`config.mk`:
```
export PLATFORM = sky130hd
export DESIGN_NAME = conv_scheduler
export DESIGN_NICKNAME = d
export VERILOG_FILES = /design/src/rtl/conv_scheduler.sv
export SDC_FILE = /design/constraint.sdc
export NUM_CORES = 1
export LEC_CHECK = 0
export ABC_AREA = 0
export BUFFER_PORTS_ARGS = -buffer_cell sky130_fd_sc_hd__buf_2
export CORE_MARGIN = 8
export CORE_UTILIZATION = 59
export DETAILED_ROUTE_END_ITERATION = 7
export PLACE_DENSITY = 0.92
export RECOVER_POWER = 25
export SYNTH_ARGS = -nofsm -noshare
export SYNTH_HDL_FRONTEND = slang
export SYNTH_SLANG_ARGS = --single-unit
```
`constraint.sdc`:
```
create_clock -name i_clk -period 11.41 [get_ports i_clk]
set_input_delay 1.141 -clock i_clk [delete_from_list [all_inputs] [get_ports i_clk]]
set_output_delay 1.141 -clock i_clk [all_outputs]
set_load 0.005 [all_outputs]
```
`src/rtl/conv_scheduler.sv`:
```
// Frame sequencer for the convolve datapath: walks every valid output position,
// streams window/kernel tap addresses, waits for the convolve result and writes it out.
module conv_scheduler #(
    parameter int KERNEL_SIZE     = 3,
    parameter int DATA_WIDTH      = 8,
    parameter int IMG_WIDTH       = 4,
    parameter int IMG_HEIGHT      = 4,
    parameter int SRAM_ADDR_WIDTH = 4,
    parameter int KADDR_WIDTH     = 4
) (
    input  logic                       i_clk,
    input  logic                       i_rst,
    input  logic                       i_start,
    output logic                       o_busy,
    output logic                       o_frame_done,
    output logic                       o_conv_start,
    output logic                       o_win_valid,
    output logic [SRAM_ADDR_WIDTH-1:0] o_win_addr,
    output logic [KADDR_WIDTH-1:0]     o_kern_addr,
    input  logic                       i_conv_done,
    input  logic [DATA_WIDTH-1:0]      i_conv_result,
    output logic                       o_out_we,
    output logic [SRAM_ADDR_WIDTH-1:0] o_out_addr,
    output logic [DATA_WIDTH-1:0]      o_out_data
);

    localparam int AW    = SRAM_ADDR_WIDTH;
    localparam int KW    = KADDR_WIDTH;
    localparam int OUT_W = IMG_WIDTH - KERNEL_SIZE + 1;
    localparam int OUT_H = IMG_HEIGHT - KERNEL_SIZE + 1;

    localparam logic [2:0] ST_IDLE  = 3'd0;
    localparam logic [2:0] ST_ISSUE = 3'd1;
    localparam logic [2:0] ST_WAIT  = 3'd2;
    localparam logic [2:0] ST_WRITE = 3'd3;
    localparam logic [2:0] ST_DONE  = 3'd4;

    localparam logic [KW-1:0] TAP_LAST = KW'(KERNEL_SIZE * KERNEL_SIZE - 1);
    localparam logic [KW-1:0] K_LAST   = KW'(KERNEL_SIZE - 1);
    localparam logic [AW-1:0] COL_LAST = AW'(OUT_W - 1);
    localparam logic [AW-1:0] ROW_LAST = AW'(OUT_H - 1);

    logic [2:0]            state_r, state_s;
    logic [AW-1:0]         row_r, row_s, col_r, col_s;
    logic [KW-1:0]         tap_r, tap_s, kr_r, kr_s, kc_r, kc_s;
    logic [DATA_WIDTH-1:0] result_r, result_s;

    logic                  busy_s, frame_done_s, conv_start_s, win_valid_s, out_we_s;
    logic [AW-1:0]         win_addr_s, out_addr_s;
    logic [KW-1:0]         kern_addr_s;
    logic [DATA_WIDTH-1:0] out_data_s;

    function automatic logic [AW-1:0] win_addr_f(input logic [AW-1:0] row, input logic [AW-1:0] col,
                                                 input logic [KW-1:0] kr, input logic [KW-1:0] kc);
        logic [AW-1:0] kr_ext;
        logic [AW-1:0] kc_ext;
        kr_ext = AW'(kr);
        kc_ext = AW'(kc);
        return (row + kr_ext) * AW'(IMG_WIDTH) + col + kc_ext;
    endfunction

    function automatic logic [AW-1:0] out_addr_f(input logic [AW-1:0] row, input logic [AW-1:0] col);
        return row * AW'(OUT_W) + col;
    endfunction

    // Next-state and counter update; taps walk kc fastest, kr on kc wrap.
    always_comb begin
        state_s  = state_r;
        row_s    = row_r;
        col_s    = col_r;
        tap_s    = tap_r;
        kr_s     = kr_r;
        kc_s     = kc_r;
        result_s = result_r;
        case (state_r)
            ST_IDLE: begin
                if (i_start) begin
                    state_s = ST_ISSUE;
                    row_s   = {AW{1'b0}};
                    col_s   = {AW{1'b0}};
                    tap_s   = {KW{1'b0}};
                    kr_s    = {KW{1'b0}};
                    kc_s    = {KW{1'b0}};
                end else begin
                    state_s = ST_IDLE;
                end
            end
            ST_ISSUE: begin
                if (tap_r == TAP_LAST) begin
                    state_s = ST_WAIT;
                    tap_s   = {KW{1'b0}};
                    kr_s    = {KW{1'b0}};
                    kc_s    = {KW{1'b0}};
                end else if (kc_r == K_LAST) begin
                    tap_s = tap_r + {{(KW-1){1'b0}}, 1'b1};
                    kc_s  = {KW{1'b0}};
                    kr_s  = kr_r + {{(KW-1){1'b0}}, 1'b1};
                end else begin
                    tap_s = tap_r + {{(KW-1){1'b0}}, 1'b1};
                    kc_s  = kc_r + {{(KW-1){1'b0}}, 1'b1};
                end
            end
            ST_WAIT: begin
                if (i_conv_done) begin
                    state_s  = ST_WRITE;
                    result_s = i_conv_result;
                end else begin
                    state_s = ST_WAIT;
                end
            end
            ST_WRITE: begin
                if ((row_r == ROW_LAST) && (col_r == COL_LAST)) begin
                    state_s = ST_DONE;
                    row_s   = {AW{1'b0}};
                    col_s   = {AW{1'b0}};
                end else if (col_r == COL_LAST) begin
                    state_s = ST_ISSUE;
                    col_s   = {AW{1'b0}};
                    row_s   = row_r + {{(AW-1){1'b0}}, 1'b1};
                end else begin
                    state_s = ST_ISSUE;
                    col_s   = col_r + {{(AW-1){1'b0}}, 1'b1};
                end
            end
            ST_DONE: begin
                state_s = ST_IDLE;
            end
            default: begin
                state_s = ST_IDLE;
            end
        endcase
    end

    // Output values for the upcoming state, so registered outputs line up with that state.
    always_comb begin
        busy_s       = (state_s != ST_IDLE);
        frame_done_s = (state_s == ST_DONE);
        win_valid_s  = (state_s == ST_ISSUE);
        out_we_s     = (state_s == ST_WRITE);
        if (state_s == ST_ISSUE) begin
            conv_start_s = (tap_s == {KW{1'b0}});
            win_addr_s   = win_addr_f(row_s, col_s, kr_s, kc_s);
            kern_addr_s  = tap_s;
        end else begin
            conv_start_s = 1'b0;
            win_addr_s   = {AW{1'b0}};
            kern_addr_s  = {KW{1'b0}};
        end
        if (state_s == ST_WRITE) begin
            out_addr_s = out_addr_f(row_s, col_s);
            out_data_s = result_s;
        end else begin
            out_addr_s = {AW{1'b0}};
            out_data_s = {DATA_WIDTH{1'b0}};
        end
    end

    // State, counters and output registers; reset aborts any frame in flight.
    always_ff @(posedge i_clk or posedge i_rst) begin
        if (i_rst) begin
            state_r      <= ST_IDLE;
            row_r        <= {AW{1'b0}};
            col_r        <= {AW{1'b0}};
            tap_r        <= {KW{1'b0}};
            kr_r         <= {KW{1'b0}};
            kc_r         <= {KW{1'b0}};
            result_r     <= {DATA_WIDTH{1'b0}};
            o_busy       <= 1'b0;
            o_frame_done <= 1'b0;
            o_conv_start <= 1'b0;
            o_win_valid  <= 1'b0;
            o_win_addr   <= {AW{1'b0}};
            o_kern_addr  <= {KW{1'b0}};
            o_out_we     <= 1'b0;
            o_out_addr   <= {AW{1'b0}};
            o_out_data   <= {DATA_WIDTH{1'b0}};
        end else begin
            state_r      <= state_s;
            row_r        <= row_s;
            col_r        <= col_s;
            tap_r        <= tap_s;
            kr_r         <= kr_s;
            kc_r         <= kc_s;
            result_r     <= result_s;
            o_busy       <= busy_s;
            o_frame_done <= frame_done_s;
            o_conv_start <= conv_start_s;
            o_win_valid  <= win_valid_s;
            o_win_addr   <= win_addr_s;
            o_kern_addr  <= kern_addr_s;
            o_out_we     <= out_we_s;
            o_out_addr   <= out_addr_s;
            o_out_data   <= out_data_s;
        end
    end

endmodule

```
==> impl_table.tex, run 1 <==
\begin{tabular}{lr}
\hline
Metric & Value \\
\hline
\multicolumn{2}{l}{\textbf{Global route}} \\
Global route total overflow & 0 \\
Maximum number of pins on one net before global-route repair & 28 \\
Global-route usage over all layers & 0.163 \\
Initial antenna violation count & 0 \\
Number of global-route vias before repair & 1,598 \\
Global-route wire length before repair & 7730 um \\
\multicolumn{2}{l}{\textbf{Logic synthesis}} \\
Post-Synthesis Cells & 198 \\
Mapped Nets & 226 \\
Post-synthesis register bit count & 46 \\
Yosys Warn Count & 0 \\
Seq/Total Area, Yosys & 0.523 \\
Fraction of registers with async set/reset & 1.00 \\
Ys flop type & sky130\_fd\_sc\_hd\_\_dfrtp\_1 \\
Post-synthesis instance area & 2200 sq um \\
Average instance area after synthesis & 11.1 sq um \\
Count of flip-flops with a built-in enable after synthesis & 0 \\
Library cells used by synthesis & 47 \\
\multicolumn{2}{l}{\textbf{Critical path}} \\
Required time at the worst-slack endpoint & 11.60 ns \\
Arr. time, crit path & 4.68 ns \\
Cell with the largest stage delay on the worst path & sky130\_fd\_sc\_hd\_\_fa\_1 \\
Max stage delay on crit path & 0.55 ns \\
Critical Path Start Type & input pin \\
Worst Setup Path Type & in2reg \\
Type of destination of the critical path & register \\
Critical Path Fanout Max & 6 \\
Cells along the critical path & clkbuf\_1, or3b\_1, a21o\_1, o21ai\_0, o21ai\_0, ha\_1, inv\_1, fa\_1, inv\_1, fa\_1, xnor2\_1, xnor2\_2, xnor3\_1, and2\_1 \\
\multicolumn{2}{l}{\textbf{Power and ir drop}} \\
Relative contribution of sequential cells to total power & 0.410 \\
Total power divided by cell area & 224 nW/um\^{}2 \\
Net switching share of the total power & 0.360 \\
Net Switching & 204 uW \\
Part of the total power dissipated in combinational logic & 0.381 \\
Power share of the clock group & 0.208 \\
IR Drop Worst-Case VDD & 0.120 mV \\
Post-route total power & 567 uW \\
Cell internal pwr & 363 uW \\
P\_leak & 0.00131 uW \\
\multicolumn{2}{l}{\textbf{Floorplanning}} \\
IO Pins & 37 \\
X dimension of the die & 77.1 um \\
Die boundary height & 77.1 um \\
Die outline area & 5940 sq um \\
Initial Util & 0.605 \\
Total core area & 3630 sq um \\
Std-Cell Rows & 22 \\
\multicolumn{2}{l}{\textbf{Clock tree}} \\
Number of post-CTS setup repair buffers & 0 \\
Clock Pin Slew Worst Setup and Hold Paths & 0.08 ns \\
TritonCTS Sinks & 46 \\
TritonCTS Buffers & 5 \\
Clock tree from TritonCTS & yes \\
Clock latency on the worst-skew pair & 0.30 ns \\
Number of gates resized after cts & 0 \\
Quantity of hold-fixing buffers added after cts & 0 \\
Cell at the root of the clock tree & sky130\_fd\_sc\_hd\_\_clkbuf\_8 \\
Number of H-tree levels & 2 \\
Maximum root-to-sink buffer count & 2 \\
\multicolumn{2}{l}{\textbf{Routing}} \\
ANT nets after route & 0 \\
Routed length on met3 & 219 um \\
Wire length on met1 & 1870 um \\
Vias per cell & 5.47 \\
Count of unresolved DRC violations after routing & 0 \\
Wire length after detailed routing & 4510 um \\
Total iterations of the first detailed-routing run & 4 \\
Wire length per cell after detailed routing & 15.7 um \\
Iteration-0 DRC Markers & 162 \\
Number of vias after detailed routing & 1,571 \\
Top routing layer in use & met4 \\
Met2 wire len & 2270 um \\
\multicolumn{2}{l}{\textbf{STA}} \\
Slew Limit Headroom & 0.507 \\
Number of hold-slack violations in the final timing report & 0 \\
Minimum clock period after layout & 4.49 ns \\
Maximum operating frequency & 0.223 GHz \\
Share of the clock period used by the worst path & 0.393 \\
Worst Skew & 0.00491 ns \\
Worst-Margin Slew & 0.738 ns \\
Fin Setup TNS & 0 ns \\
RSZ-0062 raised after global routing & false \\
Number of endpoints failing setup at the final stage & 0 \\
Final max-slew violation count & 0 \\
\multicolumn{2}{l}{\textbf{Placement}} \\
Placed wire-length estimate after detailed placement & 3260 um \\
IO buf count & 36 \\
Final weighted congestion of routability-driven global placement & 0.846 \\
\multicolumn{2}{l}{\textbf{Job}} \\
Maxcap violations & 0 \\
\multicolumn{2}{l}{\textbf{Finish}} \\
Layout Area Growth over Synthesis & 14.8\% \\
Diode insertion count for antenna repair & 0 \\
Fraction of layout cells with a size suffix above 1 & 0.218 \\
Utilization of the core after routing & 0.695 \\
Number of nets at the end of the flow & 266 \\
\multicolumn{2}{l}{\textbf{Outcome}} \\
Outcome & completed \\
\multicolumn{2}{l}{\textbf{Hold path}} \\
Worst hold path class & reg2reg \\
\hline
\end{tabular}
flip-flops by register name, indices dropped and copies added, names as in the netlist:
register      cells
kr_r              2
o_win_valid       1
o_win_addr        4
o_out_addr        4
o_out_we          1
col_r             4
kc_r              4
tap_r             4
o_frame_done      1
o_out_data        8
state_r           3
o_conv_start      1
o_busy            1
row_r             4
o_kern_addr       4
power by group through the flow:
stage / registers, uW / clock network, uW / logic [uW]
3_3_place_gp: 233 / 0 / 205
2_1_floorplan: 227 / 0 / 160
6_report: 233 / 118 / 216
3_5_place_dp: 233 / 0 / 215
5_1_grt: 238 / 126 / 250
4_1_cts: 231 / 120 / 218
area by class of cell:
| cell class | instances | area, sq um |
|---|---|---|
| Inverter | 16 | 60.1 |
| Timing Repair Buffer | 37 | 185 |
| Fill cell | 268 | 1110 |
| Multi-Input combinational cell | 132 | 960 |
| Clock inverter | 3 | 40.0 |
| Tap cell | 48 | 60.1 |
| Sequential cell | 46 | 1150 |
| Clock buffer | 5 | 68.8 |
metal layers:
metal | GRT usage | vias to the layer above
met4 | 0.0943 | 0
met5 | 0 | -
met2 | 0.268 | 48
li1 | - | 749
met3 | 0.0478 | 12
met1 | 0.186 | 762
Yosys cell counts, drive strengths merged (2+ instances only):
master  instances  area share
xnor2           5       0.023
nand2          14       0.024
a21oi           3      0.0068
or3b            2      0.0080
and3            5       0.015
nand2b          2      0.0057
o31ai           2      0.0068
dfrtp          46        0.52
buf             2      0.0074
nand3b          4       0.014
or3             2      0.0057
o21ai          17       0.040
inv            16       0.027
and2           17       0.048
ha             13       0.074
nor3b           4       0.016
a31oi           3       0.011
nor2           11       0.022
nand3           8       0.024
fa              3       0.027
clkbuf          2      0.0034
nor3            3      0.0068
cells by family after synthesis:
logic type                 after synthesis  share of synthesized area
AOI/OAI and AO/OA                       31                     0.0876
xor gates and xnor gates                 7                     0.0375
adders and majority gates               16                      0.101
buffers and inverters                   20                     0.0381
DFF                                     46                      0.523
muxes                                    1                    0.00455
and+or+nand+nor                         77                      0.208
path summary, 6_finish.rpt:
path                                       endpoint  slack [ns]  cells past startpoint                 start
min reg2reg                    row_r[3]$_DFFE_PP0P_        0.49                      1  row_r[3]$_DFFE_PP0P_
min in group asynchronous        col_r[3]$_DFF_PP0_        0.85                      2                 i_rst
max reg2reg                 o_win_addr[3]$_DFF_PP0_        7.09                     15    col_r[1]$_DFF_PP0_
max                         o_win_addr[3]$_DFF_PP0_        6.92                     14               i_start
max in group asynchronous  o_kern_addr[2]$_DFF_PP0_        9.83                      3                 i_rst
min                            row_r[3]$_DFFE_PP0P_        0.49                      1  row_r[3]$_DFFE_PP0P_
metrics by stage:
stage	hold WS (ns)	cell area, sq um	std cells	setup slack (ns)
final	0.494	2520	287	6.92
after global routing	0.528	2520	287	6.67
after CTS	0.499	2530	287	7.02
after detailed placement	0.482	2420	279	6.78
after global placement	0.476	2420	279	6.95
after floorplan	0.453	2200	198	7.16
placed cells by master (no fill, tap or decap), types with 2 or more instances in the layout:
cell / n
sky130_fd_sc_hd__nor3_1: 3
sky130_fd_sc_hd__clkbuf_8: 5
sky130_fd_sc_hd__clkbuf_1: 2
sky130_fd_sc_hd__nand3_1: 7
sky130_fd_sc_hd__nor3b_1: 4
sky130_fd_sc_hd__inv_1: 14
sky130_fd_sc_hd__and2_1: 12
sky130_fd_sc_hd__o31ai_1: 2
sky130_fd_sc_hd__nand3b_1: 4
sky130_fd_sc_hd__ha_1: 13
sky130_fd_sc_hd__fa_1: 3
sky130_fd_sc_hd__nor2_1: 10
sky130_fd_sc_hd__a21oi_1: 3
sky130_fd_sc_hd__dfrtp_1: 46
sky130_fd_sc_hd__o21ai_1: 5
sky130_fd_sc_hd__and3_1: 4
sky130_fd_sc_hd__or3b_1: 2
sky130_fd_sc_hd__or3_1: 2
sky130_fd_sc_hd__nand2b_1: 2
sky130_fd_sc_hd__buf_2: 34
sky130_fd_sc_hd__xnor2_1: 4
sky130_fd_sc_hd__and2_0: 5
sky130_fd_sc_hd__clkinv_2: 2
sky130_fd_sc_hd__nand2_1: 14
sky130_fd_sc_hd__o21ai_0: 11
sky130_fd_sc_hd__a31oi_1: 2
critical path, delay by kind of cell:
kind,cells,cell delay (ns)
adder cells (fa/ha/maj),3,1.31
XOR/XNOR,3,0.72
AO/OA/AOI/OAI,3,0.66
buffers and inverters,3,0.32
AND/OR/NAND/NOR,2,0.53
No activity file was read; power rests on OpenSTA's default activity.
==> inputs of run 2 (changes only) <==
Settings changed: CORE_UTILIZATION 59 to 55, PLACE_DENSITY 0.92 to 0.87.
Clock period 11.41 ns to 4.2 ns, I/O delays scaled along.
==> impl_table.tex, run 2 (synthesis results as in run 1) <==
\begin{tabular}{lr}
\hline
Metric & Value \\
\hline
\multicolumn{2}{l}{\textbf{Global route}} \\
Global-route usage over all layers & 0.142 (-0.0215) \\
Global-route wire length before repair & 6950 um (-10\%) \\
Global route total overflow & 0 (unchanged) \\
Maximum number of pins on one net before global-route repair & 47 (+68\%) \\
Number of global-route vias before repair & 1,487 (-6.9\%) \\
Initial antenna violation count & 0 (unchanged) \\
\multicolumn{2}{l}{\textbf{Outcome}} \\
Outcome & finished with violations \\
Failing checks & capacitance limit, slew limit \\
\multicolumn{2}{l}{\textbf{Power and ir drop}} \\
Net Switching & 539 uW (+160\%) \\
Net switching share of the total power & 0.362 (+0.00258) \\
Power share of the clock group & 0.184 (-0.024) \\
Cell internal pwr & 949 uW (+160\%) \\
Part of the total power dissipated in combinational logic & 0.403 (+0.022) \\
P\_leak & 0.00131 uW (+0.40\%) \\
Total power divided by cell area & 591 nW/um\^{}2 (+160\%) \\
IR Drop Worst-Case VDD & 0.428 mV (+260\%) \\
Relative contribution of sequential cells to total power & 0.413 (+0.003) \\
\multicolumn{2}{l}{\textbf{Placement}} \\
IO buf count & 36 (unchanged) \\
Cell Count Post-Placement & 282 (+1.1\%) \\
Final weighted congestion of routability-driven global placement & 0.850 (+0.53\%) \\
Placed wire-length estimate after detailed placement & 3030 um (-7.1\%) \\
\multicolumn{2}{l}{\textbf{Floorplanning}} \\
Die boundary height & 79.2 um (+2.8\%) \\
IO Pins & 37 (unchanged) \\
Die outline area & 6280 sq um (+5.7\%) \\
Total core area & 3910 sq um (+7.7\%) \\
Std-Cell Rows & 23 (+4.5\%) \\
X dimension of the die & 79.2 um (+2.8\%) \\
Initial Util & 0.562 (-0.0434) \\
\multicolumn{2}{l}{\textbf{Critical path}} \\
Critical Path Start Type & register \\
Reg2reg path depth & 13 (-2) \\
Critical Path Fanout Max & 8 (+2) \\
Type of destination of the critical path & register \\
Arr. time, crit path & 4.05 ns (-0.63 ns) \\
Required time at the worst-slack endpoint & 4.40 ns (-7.20 ns) \\
Worst Setup Path Type & reg2reg \\
\multicolumn{2}{l}{\textbf{STA}} \\
RSZ-0062 raised after global routing & false \\
Maximum operating frequency & 0.260 GHz \\
Share of the clock period used by the worst path & 0.917 \\
Number of endpoints failing setup at the final stage & 0 (unchanged) \\
Number of hold-slack violations in the final timing report & 0 (unchanged) \\
Fin Setup TNS & 0 ns (unchanged) \\
Slew Limit Headroom & -0.596 (-1.10) \\
Minimum clock period after layout & 3.85 ns \\
Final max-slew violation count & 47 (+47) \\
Worst-Margin Slew & 2.39 ns (+1.66 ns) \\
Worst Skew & 0.00836 ns (+0.00345 ns) \\
\multicolumn{2}{l}{\textbf{Finish}} \\
Register with the most flip-flops & o\_out\_data \\
Diode insertion count for antenna repair & 0 (unchanged) \\
Max FFs per register & 8 (unchanged) \\
Count of placed standard cells in the final layout, fillers left out & 290 (+1.0\%) \\
Most common library cell in the layout ignoring fill and taps & sky130\_fd\_sc\_hd\_\_dfrtp\_1 \\
Number of nets at the end of the flow & 267 (+0.38\%) \\
Commonest cells after routing, fill and taps aside & 46 x sky130\_fd\_sc\_hd\_\_dfrtp\_1, 36 x sky130\_fd\_sc\_hd\_\_buf\_2, 16 x sky130\_fd\_sc\_hd\_\_and2\_1, 14 x sky130\_fd\_sc\_hd\_\_nand2\_1, 14 x sky130\_fd\_sc\_hd\_\_inv\_1 \\
Fraction of layout cells with a size suffix above 1 & 0.225 (+0.00743) \\
Layout Area Growth over Synthesis & 14.6\% \\
FILL cells & 323 (+21\%) \\
\multicolumn{2}{l}{\textbf{Routing}} \\
Count of unresolved DRC violations after routing & 0 (unchanged) \\
Wire length after detailed routing & 4090 um (-9.5\%) \\
ANT nets after route & 0 (unchanged) \\
Total iterations of the first detailed-routing run & 4 (unchanged) \\
Iteration-0 DRC Markers & 155 (-4.3\%) \\
Number of vias after detailed routing & 1,533 (-2.4\%) \\
Vias per cell & 5.29 (-3.4\%) \\
Wire length per cell after detailed routing & 14.1 um (-10\%) \\
\multicolumn{2}{l}{\textbf{Clock tree}} \\
Cell at the root of the clock tree & sky130\_fd\_sc\_hd\_\_clkbuf\_8 \\
Number of gates resized after cts & 0 (unchanged) \\
Number of post-CTS setup repair buffers & 0 (unchanged) \\
Number of H-tree levels & 2 (unchanged) \\
Quantity of hold-fixing buffers added after cts & 0 (unchanged) \\
Clock tree from TritonCTS & yes \\
TritonCTS Buffers & 5 (unchanged) \\
TritonCTS Sinks & 46 (unchanged) \\
Maximum root-to-sink buffer count & 2 (unchanged) \\
Clock latency on the worst-skew pair & 0.30 ns (about the same) \\
Clock Pin Slew Worst Setup and Hold Paths & 0.08 ns (about the same) \\
\multicolumn{2}{l}{\textbf{Hold path}} \\
Worst hold path class & in2reg \\
Min-Delay Path Depth & 2 (+1) \\
\multicolumn{2}{l}{\textbf{Job}} \\
Maxcap violations & 1 (+1) \\
\hline
\end{tabular}
run 2: worst max-delay path: stages (launching register included):
cell	delay, ns
sky130_fd_sc_hd__dfrtp_1	0.48
sky130_fd_sc_hd__or3b_1	0.41
sky130_fd_sc_hd__a21o_1	0.24
sky130_fd_sc_hd__o21ai_0	0.15
sky130_fd_sc_hd__o21ai_0	0.18
sky130_fd_sc_hd__ha_1	0.33
sky130_fd_sc_hd__inv_1	0.05
sky130_fd_sc_hd__fa_1	0.53
sky130_fd_sc_hd__inv_1	0.05
sky130_fd_sc_hd__fa_1	0.43
sky130_fd_sc_hd__xnor2_1	0.27
sky130_fd_sc_hd__xnor2_2	0.15
sky130_fd_sc_hd__xnor3_1	0.31
sky130_fd_sc_hd__and2_1	0.16
run 2: layout make-up:
type	instances	area (sq um)	share of cell area
Clock inverter	1	5.00	0.00199
Tap cell	50	62.6	0.0248
Sequential cell	46	1150	0.457
Multi-Input combinational cell	132	965	0.383
Inverter	16	60.1	0.0238
Clock buffer	7	86.3	0.0342
Timing Repair Buffer	38	191	0.0759
run 2: power groups by stage:
| stage | registers [uW] | clock network [uW] | logic, uW |
|---|---|---|---|
| 6_report | 614 | 274 | 601 |
| 5_1_grt | 629 | 303 | 699 |
| 4_1_cts | 613 | 284 | 608 |
| 3_5_place_dp | 620 | 0 | 603 |
| 3_3_place_gp | 619 | 0 | 575 |
| 2_1_floorplan | 618 | 0 | 433 |
run 2: through the flow:
step | hold slack, ns | power [uW] | instance area (sq um) | utilization | worst slack [ns]
3_5_place_dp | 0.483 | 1220 | 2430 | 0.622 | 0.341
3_3_place_gp | 0.475 | 1190 | 2430 | 0.622 | 0.457
6_report | 0.323 | 1490 | 2520 | 0.644 | 0.350
2_1_floorplan | 0.453 | 1050 | 2200 | - | 0.575
4_1_cts | 0.262 | 1510 | 2520 | 0.645 | 0.333
5_1_grt | 0.316 | 1630 | 2520 | 0.644 | 0.0620
run 2: path summary, 6_finish.rpt:
check | slack, ns | startpoint | to
max in group asynchronous | 1.85 | i_rst | row_r[3]$_DFFE_PP0P_
hold / removal | 0.32 | i_conv_result[7] | o_out_data[7]$_DFF_PP0_
min in group asynchronous | 1.00 | i_rst | kr_r[1]$_DFF_PP0_
hold reg to reg | 0.49 | row_r[3]$_DFFE_PP0P_ | row_r[3]$_DFFE_PP0P_
setup / recovery | 0.35 | state_r[1]$_DFF_PP0_ | o_win_addr[3]$_DFF_PP0_
setup reg to reg | 0.35 | state_r[1]$_DFF_PP0_ | o_win_addr[3]$_DFF_PP0_
run 2: per-layer routing:
metal / vias to the layer above / global-route usage / routed length [um]
li1: 749 / - / -
met5: - / 0 / 0
met4: 0 / 0.0796 / 106
met1: 737 / 0.176 / 1750
met2: 36 / 0.214 / 2040
met3: 11 / 0.0451 / 194
